--- config.mk ---
export PLATFORM = sky130hd
export DESIGN_NAME = verificador_nonce
export DESIGN_NICKNAME = d
export VERILOG_FILES = /design/src/rtl/verificador_nonce.sv
export SDC_FILE = /design/constraint.sdc
export NUM_CORES = 1
export LEC_CHECK = 0
export BUFFER_PORTS_ARGS = -buffer_cell sky130_fd_sc_hd__buf_2
export CAP_MARGIN = 0
export CORE_MARGIN = 3
export CORE_UTILIZATION = 61
export CTS_CLUSTER_SIZE = 16
export DETAILED_ROUTE_END_ITERATION = 6
export GPL_ROUTABILITY_DRIVEN = 0
export HOLD_SLACK_MARGIN = 0.12
export PLACE_DENSITY = 0.84
export SYNTH_ARGS = -nofsm -noshare
export SYNTH_HDL_FRONTEND = slang
export SYNTH_SLANG_ARGS = --single-unit
--- constraint.sdc ---
create_clock -name clk -period 10.39 [get_ports clk]
set_clock_uncertainty 0.2 [all_clocks]
set_input_delay 0.5195 -clock clk [delete_from_list [all_inputs] [get_ports clk]]
set_output_delay 0.5195 -clock clk [all_outputs]
set_load 0.01 [all_outputs]
--- src/rtl/verificador_nonce.sv ---
`default_nettype none
// +--------------------------------------------------------------------------+
// | verificador_nonce                                                        |
// | Buffers (entrada, nonce) submissions, hashes {entrada, nonce} through an  |
// | external engine, checks the result against target and keeps totals.     |
// | Rev 1.0                                                                  |
// +--------------------------------------------------------------------------+
module verificador_nonce #(
  parameter int FIFO_DEPTH  = 4,
  parameter int TIMEOUT_CYC = 64
) (
  input  logic         clk,
  input  logic         reset_L,
  input  logic         in_valid,
  output logic         in_ready,
  input  logic [95:0]  in_entrada,
  input  logic [31:0]  in_nonce,
  input  logic [7:0]   target,
  output logic         hash_start,
  output logic [127:0] hash_bloque,
  input  logic         hash_done,
  input  logic [23:0]  hash_H,
  output logic         res_valid,
  input  logic         res_ready,
  output logic [31:0]  res_nonce,
  output logic [23:0]  res_bounty,
  output logic         res_ok,
  output logic         res_timeout,
  output logic [15:0]  cnt_ok,
  output logic [15:0]  cnt_bad
);

  localparam int c_ptr_w = (FIFO_DEPTH > 1) ? $clog2(FIFO_DEPTH) : 1;
  localparam int c_tmr_w = (TIMEOUT_CYC > 2) ? $clog2(TIMEOUT_CYC) : 1;
  localparam logic [c_ptr_w:0]   c_depth    = (c_ptr_w + 1)'(FIFO_DEPTH);
  // Last WAIT cycle: the increment from this value would reach TIMEOUT_CYC-1.
  localparam logic [c_tmr_w-1:0] c_tmr_last = c_tmr_w'(TIMEOUT_CYC - 2);

  typedef enum logic [2:0] {
    S_IDLE  = 3'd0,
    S_START = 3'd1,
    S_WAIT  = 3'd2,
    S_CMP   = 3'd3,
    S_OUT   = 3'd4
  } state_t;

  state_t               r_state;
  state_t               w_state_next;
  logic [127:0]         r_mem [FIFO_DEPTH];
  logic [c_ptr_w-1:0]   r_wr_ptr;
  logic [c_ptr_w-1:0]   r_rd_ptr;
  logic [c_ptr_w:0]     r_count;
  logic [c_tmr_w-1:0]   r_timer;
  logic [7:0]           r_tgt;
  logic                 w_push;
  logic                 w_pop;

  assign in_ready = reset_L && (r_count < c_depth);
  assign w_push   = in_valid && in_ready;

  always_ff @(posedge clk) begin
    if (w_push) r_mem[r_wr_ptr] <= {in_entrada, in_nonce};
  end

  always_ff @(posedge clk or negedge reset_L) begin
    if (!reset_L) begin
      r_wr_ptr <= '0;
      r_rd_ptr <= '0;
      r_count  <= '0;
    end else begin
      if (w_push) r_wr_ptr <= r_wr_ptr + 1'b1;
      if (w_pop)  r_rd_ptr <= r_rd_ptr + 1'b1;
      case ({w_push, w_pop})
        2'b10:   r_count <= r_count + 1'b1;
        2'b01:   r_count <= r_count - 1'b1;
        default: ;
      endcase
    end
  end

  always_ff @(posedge clk or negedge reset_L) begin
    if (!reset_L) r_state <= S_IDLE;
    else          r_state <= w_state_next;
  end

  always_comb begin
    w_state_next = r_state;
    w_pop        = 1'b0;
    hash_start   = 1'b0;
    res_valid    = 1'b0;
    case (r_state)
      S_IDLE: begin
        if (r_count != '0) begin
          w_pop        = 1'b1;
          w_state_next = S_START;
        end
      end
      S_START: begin
        hash_start   = 1'b1;
        w_state_next = S_WAIT;
      end
      S_WAIT: begin
        if (hash_done)                  w_state_next = S_CMP;
        else if (r_timer == c_tmr_last) w_state_next = S_OUT;
      end
      S_CMP:   w_state_next = S_OUT;
      S_OUT: begin
        res_valid = 1'b1;
        if (res_ready) w_state_next = S_IDLE;
      end
      default: w_state_next = S_IDLE;
    endcase
  end

  always_ff @(posedge clk or negedge reset_L) begin
    if (!reset_L) begin
      hash_bloque <= '0;
      r_tgt       <= '0;
      r_timer     <= '0;
      res_nonce   <= '0;
      res_bounty  <= '0;
      res_ok      <= 1'b0;
      res_timeout <= 1'b0;
      cnt_ok      <= '0;
      cnt_bad     <= '0;
    end else begin
      case (r_state)
        S_IDLE: begin
          if (w_pop) begin
            hash_bloque <= r_mem[r_rd_ptr];
            res_nonce   <= r_mem[r_rd_ptr][31:0];
            r_tgt       <= target;
          end
        end
        S_START: begin
          r_timer     <= '0;
          res_timeout <= 1'b0;
          res_ok      <= 1'b0;
          res_bounty  <= '0;
        end
        S_WAIT: begin
          if (hash_done) begin
            res_bounty <= hash_H;
          end else if (r_timer == c_tmr_last) begin
            res_timeout <= 1'b1;
            res_bounty  <= '0;
            res_ok      <= 1'b0;
          end else begin
            r_timer <= r_timer + 1'b1;
          end
        end
        S_CMP: res_ok <= (res_bounty[23:16] < r_tgt) && (res_bounty[15:8] < r_tgt);
        S_OUT: begin
          if (res_ready) begin
            if (res_ok) begin
              if (cnt_ok != 16'hFFFF) cnt_ok <= cnt_ok + 1'b1;
            end else begin
              if (cnt_bad != 16'hFFFF) cnt_bad <= cnt_bad + 1'b1;
            end
          end
        end
        default: ;
      endcase
    end
  end

endmodule
`default_nettype wire

# --- After elaboration in Yosys (flattened, before gate mapping) ---
# Memory sizes are Yosys's and may differ from the RTL's.
# Index checks and enable logic that the tools add are counted.
word_totals:
  ff_bits: 242
  ramBits: 512
  out_inout_bits: 221
  elab_cells: 80
  n_memories: 1
op_classes:
  addsub: 7
  n_lt_le_gt_ge: 3
  eq_ne: 15
  mux: 24
  bitwise: 1
  reduce_logical: 16
memory_table:
  columns: ["memory", "words", "width", "rd", "rd_clocked_by_memory_dff", "write_ports", "line_no", "source"]
  rows:
  - ["r_mem", 4, 128, 1, 0, 1, "49", "logic [127:0] r_mem [FIFO_DEPTH];"]
ops:
  columns: ["op", "n"]
  rows:
  - ["$mux 24", 2]
  - ["$pmux 24 s2", 1]
  - ["$add 16x1->16 const B", 2]
  - ["$ne 16x16->1 const B", 2]
  - ["$lt 8x8->1", 2]
  - ["$pmux 3 s5", 1]
  - ["$mux 3", 4]
  - ["$mux 6", 2]
  - ["$pmux 6 s2", 1]
  - ["$reduce_and 3->1", 4]
  - ["$mux 1", 10]
  - ["$ne 2x2->1 const B", 5]
  - ["$reduce_and 4->1", 2]
  - ["$add 6x1->6 const B", 1]
  - ["$eq 3x2->1 const B", 2]
  - ["$eq 6x6->1 const B", 1]
  - ["$pmux 3 s2", 1]
  - ["$reduce_bool 3->1", 2]
  - ["$add 2x1->2 const B", 2]
  - ["$reduce_and 2->1", 2]
  - ["$reduce_bool 2->1", 2]
  - ["$add 3x1->3 const B", 1]
  - ["$eq 3x1->1 const B", 1]
  - ["$eq 3x3->1 const B", 1]
  - ["other kinds (10)", 12]

# --- Logic depth before layout (Yosys ltp) ---
depth:
  depth_word: 5
  mapped_depth: 10
  depth_no_buf: 9

# --- Worst setup path before layout ---
# OpenSTA, ideal clock, no wires.
synth_timing:
  kind: "input port to flip-flop"
  from: "in reset_L"
  to: "mem r_mem[1][0], enable pin"
  arrival_ps: 3900
  required_ps: 9687
  slack_ps: 5786
  path_stages: 2
  cell_sequence: "nor2b_1 and3_1"
synth_between:
  elab_chain_len: 4
synth_rtl:
  columns: ["element", "line_no", "source"]
  rows:
  - ["from (decl)", "13", "input logic reset_L,"]
  - ["$logic_and 1x1->1", "58", "assign in_ready = reset_L && (r_count < c_depth);"]
  - ["$logic_and 1x1->1", "59", "assign w_push = in_valid && in_ready;"]
  - ["$mux 1", "62", "if (w_push) r_mem[r_wr_ptr] <= {in_entrada, in_nonce};"]
  - ["$mux 1 (not written as such)", "62", null]
  - ["to (decl)", "49", null]
# No other way between the ends.

# --- Worst setup path in the final report ---
layout_timing:
  from: "in reset_L"
  to: "mem r_mem[0][49], enable pin"
# Same word-level chain as after synthesis.

==> metrics.cfg <==
[cells_and_area]
area_delta_synth_final_pct=22.5
final_nets=2092
final_common_cell=edfxtp_1
fin_util=0.759
multiInputGateArea_um2=6280
num-fill-cells=2419
final_cell_mix=edfxtp_1, buf_2, dfrtp_1
drive_gt1_frac=0.395
regArea_um2=20600
layout.cells.non_filler=2558

[sta]
fin_crit_sh=0.357
setup_viol=0
hold_violations=0
worst_slew_pin_slew_ps=1240
max_freq_ghz=0.269
slew_headroom=0.175
period_minus_slack_ps=3710
rsz0062_at_grt=no
tns_ps=0
maxSlewViolCount=0

[clock_tree]
cts_tree=done
ctsResizeCount=0
numCtsBuffers=70
cts-htree-levels=3
insertion_delay_ps=600
clock_sinks=722
cts_setup_buffers=0
cts.path.max_buffers=3
clock-root-buffer=clkbuf_16
clk_pin_slew_ps=70

[pwr]
leakagePower_nw=12.8
power.density_nw_per_um2=275
ir_drop_uv=237

[grt]
grtUsageTotal=0.259
grt_pass1_wl_mm=93.0
grt.overflow.total=0
grt_pass1_vias=16000
antenna_found_initial=11
grt_max_degree=78

[logic_synthesis]
yosys_warnings=0
synthCells=1354
ys_seq_elements=722
syn_nets=1543
synth_edf_count=512
syn_area_per_cell_um2=20.3
synth.cell_area_um2=27500
async_flop_share=0.291
seq_area_frac_synth=0.750
synth_ff_type=edfxtp_1
synth.distinct_cells=55

[detailed_routing]
via_per_inst=5.85
dr_total_vias=15000
dr.pass1.iters=5
drc=0
postRouteAntennaNets=0
drt-wirelength-per-cell_um=23.6
drt_iter0_drc=1026
routed_wl_mm=60.3

[critical_path]
path_cells=dlygate4sd3_1, buf_8, nor2b_1, and3_4, buf_4
crit_start=reset_L
crit_fanout=69
slowest_delay_ps=980
cp-end-kind=flop
startpoint_type=primary input
crit_family=buffers and inverters
path_buf_inv=3
arrival_ps=3730
crit_type=in -> reg
critPathRequiredTime_ps=10410
rr_startpoint=r_rd_ptr[0]
slowest_stage=and3_4

[floorplanning]
ios=386
chipWidth_um=218
core-area_um2=44400
start_util=0.620
die_h_um=218
die-area_um2=47700
num_rows=77

[place]
placed_cells=2261
io_buffers=385
hpwl_mm=33.6

[status]
status=finished, final reports clean

[run]
drv_cap=0

[min_path]
min_path_type=in -> async

[cell type report]
type,count,area share
clock inverter,24,0.00780
clock buffer,104,0.0594
tap,592,0.0220
timing repair buffer,562,0.109
multi-input combinational,524,0.186
inverter,23,0.00256
antenna,7,0.000520
sequential,722,0.612
[power breakdown]
| group | total (mW) | switching, mW | leakage (nW) | internal (mW) |
|---|---|---|---|---|
| logic | 2.76 | 1.36 | 4.53 | 1.39 |
| registers | 4.02 | 0.392 | 7.20 | 3.63 |
| clock network | 2.50 | 1.04 | 1.10 | 1.46 |
| total | 9.28 | 2.79 | 12.8 | 6.48 |
[stage by stage]
step | power [mW] | area [µm²] | hold WS [ps] | setup WS, ps
floorplan | 5.91 | 27500 | 23.9 | 5790
global placement | 6.62 | 29800 | 215 | 6690
detailed placement | 6.72 | 29800 | 217 | 6610
CTS | 9.31 | 33700 | 167 | 6640
global route | 9.71 | 33700 | 194 | 6390
finish | 9.28 | 33700 | 191 | 6680
[flip-flops by register name (all words and copies together) (netlist names), 2 cells and up]
register / cells
hash_bloque: 128
r_state: 3
res_bounty: 24
r_count: 3
r_tgt: 8
r_rd_ptr: 2
cnt_ok: 16
cnt_bad: 16
r_wr_ptr: 2
r_timer: 6
r_mem: 512
[cells by family (layout without fill, tap and decap cells)]
| family | after synthesis | count (layout) | synth area share |
|---|---|---|---|
| buf+inv | 108 | 713 | 0.0231 |
| simple gates | 128 | 128 | 0.0261 |
| xor+xnor | 30 | 30 | 0.00955 |
| compound gates | 79 | 79 | 0.0203 |
| other cells | 0 | 7 | 0 |
| fa+ha+maj | 24 | 24 | 0.0112 |
| flops | 722 | 722 | 0.750 |
| mux | 263 | 263 | 0.160 |
[per-layer routing]
layer,up-vias,GRT usage,share of wire
li1,6448,-,-
met1,7773,0.328,0.38
met2,573,0.439,0.51
met3,159,0.0631,0.066
met4,8,0.0996,0.036
met5,-,0,0.00091
[repair_timing]
action	in CTS	in global routing
endpoints found under the hold margin	580	0
setup endpoints to repair	0	0
hold buffers	162	0
[final timing paths]
kind	to	slack (ps)	cells past startpoint
max in group asynchronous	cnt_bad[0]	7870	4
worst min-delay path	hash_bloque[23]	190	2
worst max register to register	hash_bloque[64]	6760	4
worst min register to register	r_count[0]	300	1
worst max-delay path	r_mem[0][49]	6680	5
min in group clk	r_state[2]	220	4
[cells in the mapped netlist, types with 3 or more instances]
cell	instances	area (µm²)
nor3_1	11	55.1
buf_4	33	248
buf_2	25	125
dfrtp_1	210	5260
edfxtp_1	512	15400
nor4_1	4	25.0
o22ai_1	4	25.0
mux4_2	128	2880
xor2_1	12	105
mux2_2	130	1460
buf_6	10	113
nor2_1	22	82.6
nor2b_1	6	37.5
o21a_1	5	37.5
and4_1	3	26.3
inv_1	23	86.3
a22o_1	24	210
buf_1	6	22.5
a21oi_1	13	65.1
nand4_1	8	50.1
ha_1	23	288
clkbuf_1	11	41.3
nor3b_1	3	22.5
nand2b_1	4	25.0
and3_1	9	56.3
and2_1	3	18.8
o21ai_0	20	100
nand2_1	27	101
nand3_1	15	75.1
xnor2_1	18	158
mux2i_1	3	30.0
(Power assumes the default switching activity.)
